[src/rtl/meteor_pkg.sv]
// meteor_pkg: shared screen limits, FSM states and slot record for the meteor spawner
package meteor_pkg;
  localparam int SCREEN_W = 640;
  localparam int SCREEN_H = 480;
  typedef enum logic [1:0] {IDLE, UPDATE, SPAWN, DONE} state_t;
  typedef struct packed {
    logic [9:0] x;
    logic [9:0] y;
    logic [2:0] xspd;
    logic [2:0] yspd;
    logic       dir;
    logic       active;
  } meteor_t;
endpackage

[src/rtl/frame_tick_sync.sv]
// frame_tick_sync: synchronises the frame clock level and emits a one-cycle tick per rising edge
module frame_tick_sync (
  input  logic i_clk,
  input  logic i_rst_n,
  input  logic i_frame,
  output logic o_tick
);
  logic       r_s1, r_s2, r_s3, r_arm, r_tick;
  logic [1:0] r_vld;
  // r_arm only sets after a genuine low level is seen, so a level still high across reset release never ticks
  always_ff @(posedge i_clk or negedge i_rst_n)
    if (!i_rst_n) begin
      r_s1   <= 1'b0;
      r_s2   <= 1'b0;
      r_s3   <= 1'b0;
      r_vld  <= 2'b00;
      r_arm  <= 1'b0;
      r_tick <= 1'b0;
    end else begin
      r_s1   <= i_frame;
      r_s2   <= r_s1;
      r_s3   <= r_s2;
      r_vld  <= {r_vld[0], 1'b1};
      r_arm  <= r_arm | (r_vld[1] & ~r_s2);
      r_tick <= r_s2 & ~r_s3 & r_arm;
    end
  assign o_tick = r_tick;
endmodule

[src/rtl/meteor_spawner.sv]
// meteor_spawner: per-frame meteor slot updater with periodic spawning into the lowest free slot
module meteor_spawner
  import meteor_pkg::*;
#(
  parameter int NUM_METEORS  = 4,
  parameter int SPAWN_PERIOD = 16
) (
  input  logic                           Clk,
  input  logic                           Reset_n,
  input  logic                           frame_Clk,
  input  logic                           enable,
  input  logic                           clear_all,
  input  logic [9:0]                     rand_pos,
  input  logic [2:0]                     rand_xspd,
  input  logic [2:0]                     rand_yspd,
  input  logic                           rand_sign,
  input  logic [$clog2(NUM_METEORS)-1:0] rd_idx,
  output logic [9:0]                     meteor_x,
  output logic [9:0]                     meteor_y,
  output logic                           meteor_active,
  output logic [NUM_METEORS-1:0]         active_mask,
  output logic                           busy,
  output logic                           frame_done
);
  localparam int IW = NUM_METEORS > 1 ? $clog2(NUM_METEORS) : 1;
  localparam int CW = SPAWN_PERIOD > 1 ? $clog2(SPAWN_PERIOD) : 1;
  localparam logic [CW-1:0] RELOAD = CW'(SPAWN_PERIOD - 1);
  localparam logic [IW-1:0] LAST = IW'(NUM_METEORS - 1);
  localparam logic signed [10:0] X_MAX = 11'(SCREEN_W - 1);
  localparam logic signed [10:0] Y_MAX = 11'(SCREEN_H - 1);

  state_t            r_state, w_next;
  logic [IW-1:0]     r_idx, w_free;
  logic [CW-1:0]     r_cnt;
  meteor_t           r_slots [NUM_METEORS];
  meteor_t           w_cur, w_new, w_rd;
  logic signed [10:0] w_xn, w_yn;
  logic              w_tick, w_exit, w_found, w_attempt, r_busy, r_done;

  frame_tick_sync u_sync (
    .i_clk   (Clk),
    .i_rst_n (Reset_n),
    .i_frame (frame_Clk),
    .o_tick  (w_tick)
  );

  assign w_cur     = r_slots[r_idx];
  assign w_xn      = w_cur.dir ? $signed({1'b0, w_cur.x} - {8'd0, w_cur.xspd})
                               : $signed({1'b0, w_cur.x} + {8'd0, w_cur.xspd});
  assign w_yn      = $signed({1'b0, w_cur.y} + {8'd0, w_cur.yspd});
  assign w_exit    = (w_xn < 11'sd0) || (w_xn > X_MAX) || (w_yn > Y_MAX);
  assign w_attempt = (r_state == SPAWN) && (r_cnt == '0) && enable;
  assign w_new     = '{x: (rand_pos < 10'(SCREEN_W)) ? rand_pos : rand_pos - 10'(SCREEN_W),
                       y: 10'd0, xspd: rand_xspd,
                       yspd: (rand_yspd == 3'd0) ? 3'd1 : rand_yspd,
                       dir: rand_sign, active: 1'b1};

  // lowest-index inactive slot for a spawn attempt
  always_comb begin
    w_found = 1'b0;
    w_free  = '0;
    for (int i = NUM_METEORS - 1; i >= 0; i--)
      if (!r_slots[i].active) begin
        w_found = 1'b1;
        w_free  = IW'(i);
      end
  end

  // next-state logic; clear_all overrides everything including a pending tick
  always_comb begin
    w_next = r_state;
    case (r_state)
      IDLE:    w_next = w_tick ? UPDATE : IDLE;
      UPDATE:  w_next = (r_idx == LAST) ? SPAWN : UPDATE;
      SPAWN:   w_next = DONE;
      DONE:    w_next = IDLE;
      default: w_next = IDLE;
    endcase
    if (clear_all) w_next = IDLE;
  end

  // state register
  always_ff @(posedge Clk or negedge Reset_n)
    if (!Reset_n) r_state <= IDLE;
    else r_state <= w_next;

  // slot walker, spawn countdown and registered status flags
  always_ff @(posedge Clk or negedge Reset_n)
    if (!Reset_n) begin
      r_idx  <= '0;
      r_cnt  <= RELOAD;
      r_busy <= 1'b0;
      r_done <= 1'b0;
    end else begin
      r_idx  <= (r_state == UPDATE && w_next == UPDATE) ? r_idx + 1'b1 : '0;
      r_cnt  <= clear_all ? RELOAD : (r_state != SPAWN) ? r_cnt : (r_cnt == '0) ? RELOAD : r_cnt - 1'b1;
      r_busy <= w_next != IDLE;
      r_done <= w_next == DONE;
    end

  // slot storage: clear, per-slot motion/exit during UPDATE, spawn fill during SPAWN
  always_ff @(posedge Clk or negedge Reset_n)
    if (!Reset_n) begin
      for (int i = 0; i < NUM_METEORS; i++) r_slots[i] <= '0;
    end else if (clear_all) begin
      for (int i = 0; i < NUM_METEORS; i++) r_slots[i].active <= 1'b0;
    end else if (r_state == UPDATE && w_cur.active) begin
      if (w_exit) r_slots[r_idx].active <= 1'b0;
      else begin
        r_slots[r_idx].x <= w_xn[9:0];
        r_slots[r_idx].y <= w_yn[9:0];
      end
    end else if (w_attempt && w_found) begin
      r_slots[w_free] <= w_new;
    end

  // per-slot active flags
  always_comb begin
    active_mask = '0;
    for (int i = 0; i < NUM_METEORS; i++) active_mask[i] = r_slots[i].active;
  end

  assign w_rd          = (int'(rd_idx) < NUM_METEORS) ? r_slots[rd_idx] : '0;
  assign meteor_x      = w_rd.x;
  assign meteor_y      = w_rd.y;
  assign meteor_active = w_rd.active;
  assign busy          = r_busy;
  assign frame_done    = r_done;
endmodule
[config.mk]
export PLATFORM = sky130hd
export DESIGN_NAME = meteor_spawner
export DESIGN_NICKNAME = d
export VERILOG_FILES = /design/src/rtl/meteor_pkg.sv /design/src/rtl/frame_tick_sync.sv /design/src/rtl/meteor_spawner.sv
export SDC_FILE = /design/constraint.sdc
export NUM_CORES = 1
export LEC_CHECK = 0
export CAP_MARGIN = 20
export CORE_MARGIN = 4
export CORE_UTILIZATION = 60
export CTS_CLUSTER_DIAMETER = 40
export CTS_CLUSTER_SIZE = 30
export DETAILED_ROUTE_END_ITERATION = 6
export PLACE_DENSITY = 0.81
export SLEW_MARGIN = 5
export SYNTH_ARGS = -nofsm -noshare
export SYNTH_HDL_FRONTEND = slang
export SYNTH_HIERARCHICAL = 1
export SYNTH_SLANG_ARGS = --single-unit
[constraint.sdc]
create_clock -name Clk -period 5.5 [get_ports Clk]
set_input_delay 0.55 -clock Clk [delete_from_list [all_inputs] [get_ports Clk]]
set_output_delay 0.55 -clock Clk [all_outputs]
set_load 0.005 [all_outputs]
## After elaboration in Yosys (flattened, before gate mapping)

Index checks and enable logic that the tools add are counted.

- Bits in registers: 129
- Logic and storage cells: 128

- $add $sub $neg: 6
- $lt $le $gt $ge: 9
- Equal/unequal tests: 8
- Multiplexer cells: 44
- Bitwise logic cells: 10
- Reductions and logical operators: 16

Operators by type and width:

| kind | number |
|---|---|
| 112-bit bitwise mux | 4 |
| 112-bit 2-to-1 mux | 3 |
| 28-bit demux with 2-bit select | 4 |
| 28-bit 2-to-1 mux | 6 |
| 28-bit binary-select mux with 2-bit select | 2 |
| 10-bit by 3-bit adder with 11-bit output | 2 |
| 18-bit 2-to-1 mux | 1 |
| 2-bit 2-to-1 mux | 7 |
| 4-bit 2-to-1 mux | 3 |
| 11-bit by 10-bit > comparator with 1-bit output (second input constant) | 1 |
| 11-bit > comparator (second input constant) | 1 |
| 11-bit by 1-bit < comparator with 1-bit output (second input constant) | 1 |
| 11-bit 2-to-1 mux | 1 |
| 10-bit by 3-bit subtractor with 11-bit output | 1 |
| 10-bit < comparator (second input constant) | 1 |
| 1-bit 2-to-1 mux | 10 |
| 10-bit 2-to-1 mux | 1 |
| 10-bit subtractor (second input constant) | 1 |
| 3-bit greater-or-equal comparator (second input constant) | 3 |
| 2-bit inverter with 3-bit output | 3 |
| 2-bit == test (second input constant) | 4 |
| 2-bit one-hot mux with 4 select lines | 1 |
| 1-bit logical AND | 7 |
| 3-bit by 1-bit < comparator with 1-bit output (second input constant) | 2 |
| 15 further kinds | 23 |

## Depth between registers and ports, before layout

Gate-level depths: netlist of the first run.

- Word-level depth: 13
- Mapped depth: 18
- Mapped depth without buffers: 15

## Modules after synthesis

Netlist of the first run, hierarchy kept.

Modules (own cells, without submodules):

| module | instances | cells an instance | area an instance (µm²) | seq. area each (µm²) |
|---|---|---|---|---|
| meteor_spawner | 1 | 609 | 7375.8 | 3057.9 |
| frame_tick_sync | 1 | 12 | 197.7 | 175.2 |

## Worst setup path after synthesis of the first run

OpenSTA, ideal clock, no wires.

- Kind: flip-flop to flip-flop
- Start: register r_idx[0]
- End: register r_slots[102] (netlist bit)
- Arrival: 4.629 ns
- Data required time: 5.373 ns
- Path slack: 0.744 ns
- Cell stages (with the launch flop): 15
- Path buffers: 4
- Clock period less this slack: 4.756 ns
- Path through: dfrtp_1 > buf_4 > buf_6 > buf_1 > mux4_2 > ha_1 > and2_1 > a221o_1 > a41oi_1 > mux2i_1 > o211ai_2 > a211oi_4 > o221a_2 > buf_6 > mux2_1

- Cells in the longest elaborated chain, start to end: 11
- Elaborated cells between the ends (all ways): 28
- Classes of those cells: add/sub (3); order compare (5); mux (13); bitwise (1); reduce/logical (6)

RTL lines:

| what | line | RTL |
|---|---|---|
| from (decl) | meteor_spawner.sv:33 | `logic [IW-1:0] r_idx, w_free;` |
| from (signal assigned) | meteor_spawner.sv:95 | `r_idx <= (r_state == UPDATE && w_next == UPDATE) ? r_idx + 1'b1 : '0;` |
| 2-bit inverter with 3-bit output (not written as such) (*) | n/a |  |
| 28-bit binary-select mux with 2-bit select | meteor_spawner.sv:47 | `assign w_cur = r_slots[r_idx];` |
| 28-bit 2-to-1 mux (not written as such) (2 in series) | meteor_spawner.sv:47 |  |
| 10-bit by 3-bit adder with 11-bit output or 10-bit by 3-bit subtractor with 11-bit output (tied branches) | meteor_spawner.sv:49, meteor_spawner.sv:48 |  |
| 11-bit 2-to-1 mux | meteor_spawner.sv:48 | `assign w_xn = w_cur.dir ? $signed({1'b0, w_cur.x} - {8'd0, w_cur.xspd})` |
| 11-bit by 1-bit < comparator with 1-bit output or 11-bit > comparator (tied branches) | meteor_spawner.sv:51 | `assign w_exit = (w_xn < 11'sd0) \|\| (w_xn > X_MAX) \|\| (w_yn > Y_MAX);` |
| 1-bit logical OR (2 in series) | meteor_spawner.sv:51 |  |
| 112-bit 2-to-1 mux | meteor_spawner.sv:108 | `if (w_exit) r_slots[r_idx].active <= 1'b0;` |
| 112-bit 2-to-1 mux | meteor_spawner.sv:107 | `end else if (r_state == UPDATE && w_cur.active) begin` |
| to (signal, indexed assignment) | meteor_spawner.sv:114 | `r_slots[w_free] <= w_new;` |
| to (decl) | meteor_spawner.sv:35 | `meteor_t r_slots [NUM_METEORS];` |

Mark *: on every way between the ends. The rest lies on a longest branch, timed or not. The select of a mux whose other input is x is not followed.
A chain may end at the register's enable or synchronous reset.

## Worst setup path in the final report of the first run

- Start: register r_idx[0]
- End: register r_slots[79] (netlist bit)

Same word-level chain as after synthesis.

==> results of run 1 <==
worst max-delay path by stage:
stage | start | endpoint | cells past startpoint
final | r_idx[0] | r_slots[79] | 15
after floorplan | r_idx[0] | r_slots[102] | 14
after global routing | r_idx[0] | r_slots[15] | 16
after detailed placement | r_idx[0] | r_slots[81] | 15
after global placement | r_idx[0] | r_slots[111] | 15
after CTS | r_idx[0] | r_slots[106] | 15
per-layer routing:
| metal | up-vias | global-route usage (%) | wire length [um] | share of wire, % |
|---|---|---|---|---|
| met1 | 2858 | 38.5 | 7660 | 40 |
| met4 | 0 | 10.1 | 379 | 2.0 |
| met5 | - | 0 | 0 | 0 |
| li1 | 2474 | - | - | - |
| met2 | 304 | 45.9 | 9580 | 50 |
| met3 | 39 | 7.58 | 1740 | 9.0 |
state kept, by name (all words and copies together) (netlist names):
signal and flops:
r_slots 108, active_mask 4, r_cnt 4, r_idx 2, r_state 2, u_sync/r_vld 2, busy 1, frame_done 1
u_sync/o_tick 1, u_sync/r_arm 1, u_sync/r_s1 1, u_sync/r_s2 1, u_sync/r_s3 1
power by group through the flow:
stage / Combinational (uW) / Sequential (uW) / Clock [uW]
detailed placement: 109 / 973 / 0
finish: 109 / 956 / 1150
global route: 119 / 956 / 1210
floorplan: 47.2 / 972 / 0
CTS: 111 / 956 / 1160
global placement: 107 / 972 / 0
final cells by class:
type	instances	area, um2
multi-input cells	404	3960
fillers	847	3360
flip-flops and latches	129	3230
repair buffers	67	626
clock buffers	22	484
well taps	168	210
inverters	44	165
clock inverters	10	123
Yosys cell counts, drive strengths merged (11+ instances only):
cell type / n / share of area (%)
o2bb2ai: 20 / 2.3
clkbuf: 23 / 1.1
nand4: 22 / 1.8
a22oi: 21 / 2.1
ha: 20 / 3.3
a21oi: 15 / 0.99
a22o: 40 / 4.6
dfrtp: 125 / 41
inv: 44 / 2.2
mux4: 49 / 15
mux2: 46 / 6.8
o21ai: 31 / 2.0
xnor2: 11 / 1.3
buf: 21 / 1.7
nand2: 23 / 1.2
nor2: 24 / 1.3
stage by stage:
| stage | utilization [%] | std cells | hold slack (ns) |
|---|---|---|---|
| 6_report | 72.4 | 844 | 0.253 |
| 5_1_grt | 72.4 | 844 | 0.327 |
| 4_1_cts | 72.4 | 844 | 0.305 |
| 3_5_place_dp | 67.4 | 812 | 0.337 |
| 3_3_place_gp | 67.4 | 812 | 0.333 |
| 2_1_floorplan | - | 621 | 0.254 |
cell usage in the layout, fill, tap and decap left out, types with 5 or more instances in the layout:
cell                              synthesis  routed
sky130_fd_sc_hd__dfrtp_1                125     124
sky130_fd_sc_hd__mux4_2                  49      49
sky130_fd_sc_hd__clkdlybuf4s50_1          0      49
sky130_fd_sc_hd__inv_1                   43      43
sky130_fd_sc_hd__a22o_1                  40      40
sky130_fd_sc_hd__o21ai_0                 27      27
sky130_fd_sc_hd__mux2_2                  26      26
sky130_fd_sc_hd__nor2_1                  23      23
sky130_fd_sc_hd__nand2_1                 22      22
sky130_fd_sc_hd__nand4_1                 22      22
sky130_fd_sc_hd__a22oi_1                 21      21
sky130_fd_sc_hd__o2bb2ai_1               20      20
sky130_fd_sc_hd__mux2_1                  20      20
sky130_fd_sc_hd__ha_1                    20      20
sky130_fd_sc_hd__buf_4                    5      18
sky130_fd_sc_hd__clkbuf_16                0      17
sky130_fd_sc_hd__a21oi_1                 15      15
sky130_fd_sc_hd__xnor2_1                 11      11
sky130_fd_sc_hd__a21o_1                   7       7
sky130_fd_sc_hd__nor3_1                   6       6
sky130_fd_sc_hd__nand2b_1                 5       5
worst reg2reg max path: cells and delay by family (launching register included):
kind | cells | cell delay (ns)
compound gates | 5 | 2.00
mux | 3 | 1.06
fa+ha+maj | 3 | 0.77
flops | 1 | 0.47
simple gates | 2 | 0.43
buf+inv | 2 | 0.14
cells by family after synthesis:
kind of cell,share of synthesized area [%]
AO/OA/AOI/OAI,17.7
flip-flops,42.7
AND/OR/NAND/NOR,7.22
multiplexers,21.7
buffers and inverters,5.06
adder cells (fa/ha/maj),3.83
XOR/XNOR,1.73
other,0.0495
==> reports/qor.yml, run 1 <==
max-cap-violations: 0
timing.slew.headroom_pct: 6.28
min_period_over_period_pct: 90.8
setup-violations-final: 0
worst_ep_required_time_ns: 5.80
ant_nets: 0
power.net_switching_uw: 496
synth_edf_count: 0
combinationalPowerShare_pct: 4.9
critical_path.top_delay_family: "compound AO/OA/AOI/OAI gates"
post-layout-total-power_uw: 2210
slowest_delay_ns: 0.67
holdCritPathClass: "primary input to async pin"
chipHeight_um: 120
grt_start_max_net_pins: 76
antenna_violations_before_repair: 0
worst_slack_ns: 0.506
crit_top_cell: "sky130_fd_sc_hd__ha_1"
ctsHtreeMaxLevel: 4
synthCells: 621
synth.yosys.warnings: 6
criticalPathCategory: "register to register"
timing.critical_path.buf_inv: 2
reg2reg_to: "r_slots[79]"
timing.setup.tns_ns: 0
post_cts_resize_count: 0
worstReg2RegStart: "r_idx[0]"
number_of_synthesized_register_bits: 129
postLayoutCellArea_mm2: 0.00880
cts_root_buffer: "sky130_fd_sc_hd__clkbuf_16"
r2r_setup_slack_ns: 0.51
overflow: 0
synth_flop_cell: "sky130_fd_sc_hd__dfrtp_1"
drtIter0Drc: 558
drt_first_pass_iters: 6
mappedNetlistArea_mm2: 0.00757
critical_path.max_fanout: 20
wire_per_inst_um: 22.9
avgSynthCellArea_um2: 12.2
placeableCoreArea_mm2: 0.0122
top_level_port_count: 51
finalHoldViolations: 0
placedInstanceArea_mm2: 0.00820
routed-via-count: 5675
cpMaxStageDelayCell: "sky130_fd_sc_hd__o221a_2"
dp_hpwl_um: 12800
drive_gt1_share_pct: 21.7
worst_ep_arrival_time_ns: 5.29
ys_types: 60
gr-usage-all-layers_pct: 28.7
antenna_cells: 0
peakVddDrop_mv: 0.243
internal-power_uw: 1720
cts_post_setup_buffers_inserted: 0
wire_length_of_the_first_global_routing_pass_um: 32300
worstSetupEndpointType: "register"
clk_transition_reported_paths_ns: 0.06
synthesized_nets: 667
drv_slew: 0
async_reset_ff_share_pct: 100
post-route-drc-count: 0
finalNetCount: 709
fmaxAchievable_mhz: 200
start_util_pct: 62.3
detailedPlace.worstSlack_ns: 0.561
final_estimated_routing_congestion_in_global_placement: 0.878
run_status: "finished clean"
buffer_ports.inserted: 50
clockBufferDepth: 2
p_clk_share_pct: 51.9
worstRegToRegCells: 15
seqPwrFrac_pct: 43.2
placementRows: 40
layout_min_cycle_time_ns: 4.99
cts-buffers-inserted: 17
timing.clock.skew_ns: 0.00731
clock_latency_of_the_later_clocked_register_in_the_worst_skew_pair_ns: 0.42
worst_setup_path_start_kind: "register"
drt-total-wl_um: 19400
die_width_um: 120
vias_per_cell: 6.72
power-per-cell-area_mw_per_mm2: 251
ys_seq_area_share_pct: 42.7
flow.area_growth_from_synthesis_pct: 16.3
first_global_vias: 6026
crit_path_cell_trace: "mux4_2 -> inv_1 -> ha_1 -> ha_1 -> nor2_4 -> inv_2 -> ha_1 -> and2_1 -> a221o_1 -> a41oi_1 -> mux2i_1 -> o211ai_2 -> a211oi_4 -> o221a_2 -> mux2_1"
post_cts_hold_fix_bufs: 0
grt_setup_unrepaired: "no"
design.die.area_mm2: 0.0145
cts_tree: "done"
power.static_leakage_uw: 0.00379
worst_pin_slew_ns: 1.41
clock_sinks: 129
sw_frac_of_total_pct: 22.4
No activity file was read; power rests on OpenSTA's default activity.
==> inputs of run 2 (changes only) <==
clock period = 4.6 ns   (was 5.5 ns; I/O delays follow)
==> run 2 against run 1 <==
  * The run now ends with negative setup slack left
  * Core utilization grew 3.0 points
  * Register-to-register slack got worse by 0.56 ns
  * Sequential share of layout area is 1.5 points lower
  * Worst setup slack worse by 0.56 ns
  * Fmax grew 7.4%
  * Critical path depth shrank 2
  * Non-clock buffer count grew 27
  * Combinational power is 23% higher
  * Clock power grew 23%
  * Sequential power is 19% higher
  * Highest routed layer unchanged
==> reports/qor.yml, run 2 (same netlist as run 1, synthesis figures left out) <==
criticalPathCategory: "register to register"  # unchanged
cts_tree: "done"  # unchanged
wire_per_inst_um: 24.3  # was 22.9 um
clk_transition_reported_paths_ns: 0.06  # about the same
failed_checks: "negative setup slack"
timing.slew.headroom_pct: 27.5  # was 6.28%
drv_slew: 0  # unchanged
drtIter0Drc: 685  # was 558
drive_gt1_share_pct: 25.7  # was 21.7%
flow.area_growth_from_synthesis_pct: 21.1  # was 16.3%
critical_path.max_fanout: 16  # was 20
sw_frac_of_total_pct: 21.6  # was 22.4%
ctsHtreeMaxLevel: 4  # unchanged
peakVddDrop_mv: 0.265  # was 0.243 mV
buffer_ports.inserted: 50  # unchanged
post_cts_hold_fix_bufs: 0  # unchanged
power-per-cell-area_mw_per_mm2: 293  # was 251 mW/mm2
drt_first_pass_iters: 5  # was 6
crit_top_cell: "sky130_fd_sc_hd__buf_4"  # was sky130_fd_sc_hd__ha_1
placementRows: 40  # unchanged
worst_pin_slew_ns: 1.08  # was 1.41 ns
overflow: 0  # unchanged
worst_setup_path_start_kind: "register"  # unchanged
first_global_vias: 6171  # was 6026
clockBufferDepth: 2  # unchanged
grt_start_max_net_pins: 65  # was 76
critical_path.top_delay_family: "compound AO/OA/AOI/OAI gates"  # unchanged
cts_root_buffer: "sky130_fd_sc_hd__clkbuf_16"  # unchanged
clock_latency_of_the_later_clocked_register_in_the_worst_skew_pair_ns: 0.43  # was 0.42 ns
run_status: "finished, violations left"  # was finished clean
cpMaxStageDelayCell: "sky130_fd_sc_hd__mux4_2"  # was sky130_fd_sc_hd__o221a_2
antenna_cells: 0  # unchanged
vias_per_cell: 7.04  # was 6.72
crit_path_cell_trace: "buf_4 -> mux4_2 -> a31o_2 -> ha_1 -> and2_1 -> a221o_1 -> a41oi_2 -> mux2i_2 -> o211ai_4 -> a211oi_4 -> buf_4 -> o221a_4 -> mux2_1"  # was mux4_2 -> inv_1 -> ha_1 -> ha_1 -> nor2_4 -> inv_2 -> ha_1 -> and2_1 -> a221o_1 -> a41oi_1 -> mux2i_1 -> o211ai_2 -> a211oi_4 -> o221a_2 -> mux2_1
wire_length_of_the_first_global_routing_pass_um: 32900  # was 32300 um
p_clk_share_pct: 52.4  # was 51.9%
layout.core_utilization_pct: 75.4  # was 72.4%
combinationalPowerShare_pct: 5.0  # was 4.9%
chipHeight_um: 120  # unchanged
post-route-drc-count: 0  # unchanged
register_name_with_the_most_flops: "r_slots"  # unchanged
layout_min_cycle_time_ns: 4.65  # was 4.99 ns
dp_hpwl_um: 13300  # was 12800 um
slowest_delay_ns: 0.45  # was 0.67 ns
timing.setup.tns_ns: -0.295  # was 0 ns
detailedPlace.worstSlack_ns: -0.0223  # was 0.561 ns
gr-usage-all-layers_pct: 29.4  # was 28.7%
setup-violations-final: 11  # was 0
placeableCoreArea_mm2: 0.0122  # unchanged
cts-buffers-inserted: 17  # unchanged
min_period_over_period_pct: 101  # was 90.8%
clock_sinks: 129  # unchanged
finalNetCount: 738  # was 709
drt-total-wl_um: 21200  # was 19400 um
layout.cells.most_common_list: "124 x sky130_fd_sc_hd__dfrtp_1, 49 x sky130_fd_sc_hd__mux4_2, 49 x sky130_fd_sc_hd__clkdlybuf4s50_1"  # unchanged
finalHoldViolations: 0  # unchanged
worst_ep_required_time_ns: 4.91  # was 5.80 ns
seqPwrFrac_pct: 42.6  # was 43.2%
layout.cells.most_common: "sky130_fd_sc_hd__dfrtp_1"  # unchanged
max-cap-violations: 0  # unchanged
critPathLaunch: "r_idx[1]"  # was r_idx[0]
power.static_leakage_uw: 0.00394  # was 0.00379 uW
internal-power_uw: 2100  # was 1720 uW
worstSetupEndpointType: "register"  # unchanged
die_width_um: 120  # unchanged
timing.clock.skew_ns: 0.00783  # was 0.00731 ns
top_level_port_count: 51  # unchanged
final_estimated_routing_congestion_in_global_placement: 0.918  # was 0.878
routed-via-count: 6146  # was 5675
n_fill_cell: 748  # was 847
antenna_violations_before_repair: 0  # unchanged
power.net_switching_uw: 579  # was 496 uW
post-layout-total-power_uw: 2680  # was 2210 uW
ant_nets: 0  # unchanged
worstReg2RegStart: "r_idx[1]"  # was r_idx[0]
start_util_pct: 62.3  # unchanged
worst_slack_ns: -0.0510  # was 0.506 ns
worst_ep_arrival_time_ns: 4.96  # was 5.29 ns
largest_reg_flops: 108  # unchanged
design.die.area_mm2: 0.0145  # unchanged
fmaxAchievable_mhz: 215  # was 200 MHz
holdCritPathClass: "primary input to async pin"  # unchanged
timing.critical_path.buf_inv: 2  # unchanged
-- run 2: metrics by stage --
stage,std cells,area [um2],hold WS (ns)
after global routing,873,9170,0.195
final,873,9170,0.129
after global placement,827,8320,0.336
after detailed placement,827,8320,0.344
after floorplan,621,7580,0.164
after CTS,859,8950,0.155
-- run 2: routing by layer --
layer	vias to the layer above	wire length [um]	track usage [%]	part of all wire, %
met3	84	2250	6.83	11
li1	2531	-	-	-
met5	-	0	0	0
met4	0	646	11.8	3.1
met2	447	10200	47.6	48
met1	3084	8030	38.8	38
-- run 2: final cells by class --
cell class,count,area [um2],area share [%]
clock buffers,23,488,5.32
clock inverters,9,129,1.41
inverters,44,165,1.80
multi-input cells,406,4090,44.6
flip-flops and latches,129,3230,35.3
well taps,168,210,2.29
repair buffers,94,857,9.35
-- run 2: worst reg2reg max path, delay by kind of cell (launching register included) --
kind | cells | cell delay (ns)
flip-flops | 1 | 0.44
buffers and inverters | 2 | 0.50
adder cells (fa/ha/maj) | 1 | 0.39
AO/OA/AOI/OAI | 6 | 1.84
multiplexers | 3 | 1.14
AND/OR/NAND/NOR | 1 | 0.22
-- run 2: power groups by stage --
| stage | Sequential [uW] | Clock [uW] | Combinational [uW] |
|---|---|---|---|
| global route | 1140 | 1470 | 146 |
| CTS | 1140 | 1420 | 133 |
| detailed placement | 1160 | 0 | 131 |
| floorplan | 1160 | 0 | 56.5 |
| global placement | 1160 | 0 | 128 |
| finish | 1140 | 1410 | 134 |
-- run 2: path summary, 6_finish.rpt --
| kind | to | slack [ns] | cells after the start |
|---|---|---|---|
| max reg2reg | r_slots[109] | -0.05 | 13 |
| min in group Clk | u_sync/r_vld[1] | 0.35 | 0 |
| min | r_slots[77] | 0.13 | 1 |
| min reg2reg | u_sync/r_vld[1] | 0.35 | 0 |
| max in group asynchronous | r_slots[41] | 3.46 | 2 |
| max | r_slots[109] | -0.05 | 13 |
-- run 2: repair_timing --
action                                  CTS  global route
endpoints found under the setup margin   20            78
pin swaps                                 2             5
gates cloned                              0             2
buffers inserted                          0            12
gates resized for setup                   3            11
==> inputs of run 3 (changes only) <==
RECOVER_POWER = 25   (was unset)
SETUP_SLACK_MARGIN = 0.3   (was unset)
==> run 3 against run 2 <==
  * Sequential share of layout area shrank 1.3 points
  * Cell count is 1.7% higher
  * Non-clock buffer count is 17 higher
  * Count of clock-buffer cells in the layout shrank 6
  * Critical path type unchanged
  * Routed wire length up 2.8%
  * Fmax up 6.1%
  * Sequential power barely moved
  * Flip-flop and latch count unchanged
  * The flow finishes with violations (max-capacitance violations, max-slew violations)
  * Power down 3.6%
  * Register-to-register slack improved by 0.27 ns
  * Largest cell class unchanged
  * Highest routed layer unchanged
  * Combinational power grew 3%
==> reports/qor.yml, run 3 (same netlist as run 1, synthesis figures left out) <==
register_name_with_the_most_flops: "r_slots"  # unchanged
slowest_delay_ns: 0.52  # was 0.45 ns
timing.clock.skew_ns: 0.00825  # was 0.00783 ns
post-route-drc-count: 0  # unchanged
dp_hpwl_um: 13200  # was 13300 um
clk_transition_reported_paths_ns: 0.07  # was 0.06 ns
crit_path_cell_trace: "buf_6 -> mux4_2 -> inv_2 -> ha_4 -> ha_4 -> nor2_4 -> inv_2 -> ha_4 -> and2_4 -> a221o_1 -> a41oi_2 -> mux2i_2 -> o211ai_4 -> a211oi_4 -> o221a_4 -> buf_12 -> mux2_4"  # was buf_4 -> mux4_2 -> a31o_2 -> ha_1 -> and2_1 -> a221o_1 -> a41oi_2 -> mux2i_2 -> o211ai_4 -> a211oi_4 -> buf_4 -> o221a_4 -> mux2_1
die_width_um: 120  # unchanged
final-seq-area_mm2: 0.00323  # unchanged
failed_checks: "max-capacitance violations, max-slew violations"  # was negative setup slack
grt_setup_unrepaired: "yes"
design.die.area_mm2: 0.0145  # unchanged
drt_first_pass_iters: 5  # unchanged
worst_ep_arrival_time_ns: 4.70  # was 4.96 ns
grt_start_max_net_pins: 57  # was 65
critical_path.max_fanout: 6  # was 16
clock_latency_of_the_later_clocked_register_in_the_worst_skew_pair_ns: 0.44  # was 0.43 ns
multi_input_comb_area_mm2: 0.00426  # was 0.00409 mm2
vias_per_cell: 6.91  # was 7.04
cts-buffers-inserted: 17  # unchanged
timing.setup.tns_ns: 0  # was -0.295 ns
max-cap-violations: 1  # was 0
gr-usage-all-layers_pct: 30.9  # was 29.4%
layout.cells.non_filler: 888  # was 873
finalHoldViolations: 0  # unchanged
overflow: 0  # unchanged
run_status: "finished, violations left"  # unchanged
power.static_leakage_uw: 0.00404  # was 0.00394 uW
ant_nets: 0  # unchanged
placedInstanceArea_mm2: 0.00844  # was 0.00832 mm2
cts_tree: "done"  # unchanged
final_estimated_routing_congestion_in_global_placement: 0.883  # was 0.918
routed-via-count: 6135  # was 6146
clockBufferDepth: 2  # unchanged
crit_top_cell: "sky130_fd_sc_hd__ha_4"  # was sky130_fd_sc_hd__buf_4
layout.cells.most_common: "sky130_fd_sc_hd__dfrtp_1"  # unchanged
worstRegToRegCells: 17  # was 13
cts_root_buffer: "sky130_fd_sc_hd__clkbuf_16"  # unchanged
start_util_pct: 62.3  # unchanged
chipHeight_um: 120  # unchanged
buffer_ports.inserted: 50  # unchanged
worst_setup_path_start_kind: "register"  # unchanged
wire_per_inst_um: 24.5  # was 24.3 um
post-layout-total-power_uw: 2590  # was 2680 uW
antenna_violations_before_repair: 0  # unchanged
whs_path_depth: 0
drt-total-wl_um: 21800  # was 21200 um
placementRows: 40  # unchanged
first_global_vias: 6326  # was 6171
setup-violations-final: 0  # was 11
r2r_setup_slack_ns: 0.22  # was -0.05 ns
layout_min_cycle_time_ns: 4.38  # was 4.65 ns
largest_reg_flops: 108  # unchanged
timing.slew.headroom_pct: -93.6  # was 27.5%
power-per-cell-area_mw_per_mm2: 272  # was 293 mW/mm2
numPlacedInstances: 828  # was 827
ctsHtreeMaxLevel: 4  # unchanged
worst_ep_required_time_ns: 4.92  # was 4.91 ns
holdCritPathClass: "register to register"  # was primary input to async pin
drtIter0Drc: 766  # was 685
layout.cells.most_common_list: "124 x sky130_fd_sc_hd__dfrtp_1, 49 x sky130_fd_sc_hd__mux4_2, 47 x sky130_fd_sc_hd__clkdlybuf4s50_1"  # was 124 x sky130_fd_sc_hd__dfrtp_1, 49 x sky130_fd_sc_hd__mux4_2, 49 x sky130_fd_sc_hd__clkdlybuf4s50_1
min_period_over_period_pct: 95.3  # was 101%
flow.area_growth_from_synthesis_pct: 25.7  # was 21.1%
final.hold.worst_slack_ns: 0.351  # was 0.129 ns
placeableCoreArea_mm2: 0.0122  # unchanged
top_level_port_count: 51  # unchanged
worst_pin_slew_ns: 2.90  # was 1.08 ns
n_fill_cell: 682  # was 748
drive_gt1_share_pct: 32.9  # was 25.7%
antenna_cells: 0  # unchanged
postLayoutCellArea_mm2: 0.00952  # was 0.00917 mm2
criticalPathCategory: "register to register"  # unchanged
fmaxAchievable_mhz: 228  # was 215 MHz
peakVddDrop_mv: 0.290  # was 0.265 mV
drv_slew: 57  # was 0
cpMaxStageDelayCell: "sky130_fd_sc_hd__mux4_2"  # unchanged
wire_length_of_the_first_global_routing_pass_um: 34500  # was 32900 um
finalNetCount: 753  # was 738
clock_sinks: 129  # unchanged
worstSetupEndpointType: "register"  # unchanged
==> run 3: path summary, 6_finish.rpt <==
check,start,to
setup / recovery,r_idx[0],r_slots[79]
hold / removal,u_sync/r_vld[0],u_sync/r_vld[1]
setup reg to reg,r_idx[0],r_slots[79]
hold reg to reg,u_sync/r_vld[0],u_sync/r_vld[1]
max in group asynchronous,Reset_n,r_idx[0]
min in group asynchronous,Reset_n,r_slots[49]
==> run 3: where the power goes <==
part	leakage (uW)	internal, uW	switching (uW)
Combinational	0.00211	59.0	79.2
Clock	0.000269	715	591
Sequential	0.00166	1140	2.75
==> run 3: area by class of cell <==
cell class | instances | share of cell area, %
well taps | 168 | 2.21
multi-input cells | 404 | 44.7
flip-flops and latches | 129 | 34.0
repair buffers | 111 | 11.4
clock inverters | 15 | 1.49
inverters | 44 | 1.74
clock buffers | 17 | 4.47
==> run 3: metal layers <==
layer | track usage [%] | share of wire, %
met1 | 39.6 | 37
met4 | 13.2 | 4.4
met3 | 6.97 | 9.2
met2 | 50.9 | 50
met5 | 0 | 0
==> run 3: timing repair <==
action / 4_1_cts / 5_1_grt
gates resized for setup: 6 / 43
hold endpoints to repair: 0 / 0
buffers inserted: 17 / 10
gates cloned: 0 / 1
setup endpoints to repair: 77 / 84
pin swaps: 5 / 19
hold buffers: 0 / 0
==> run 3: worst max-delay path, delay by kind of cell (launching register included) <==
kind | cells | cell delay (ns)
AO/OA/AOI/OAI | 5 | 1.49
multiplexers | 3 | 1.17
adder cells (fa/ha/maj) | 3 | 0.50
buffers and inverters | 4 | 0.46
flip-flops | 1 | 0.43
AND/OR/NAND/NOR | 2 | 0.20
==> run 3: metrics by stage <==
stage / util (%) / setup WS [ns]
floorplan: - / 0.240
global placement: 69.4 / 0.127
detailed placement: 69.4 / 0.0174
CTS: 76.0 / 0.311
global route: 78.3 / 0.114
finish: 78.3 / 0.215
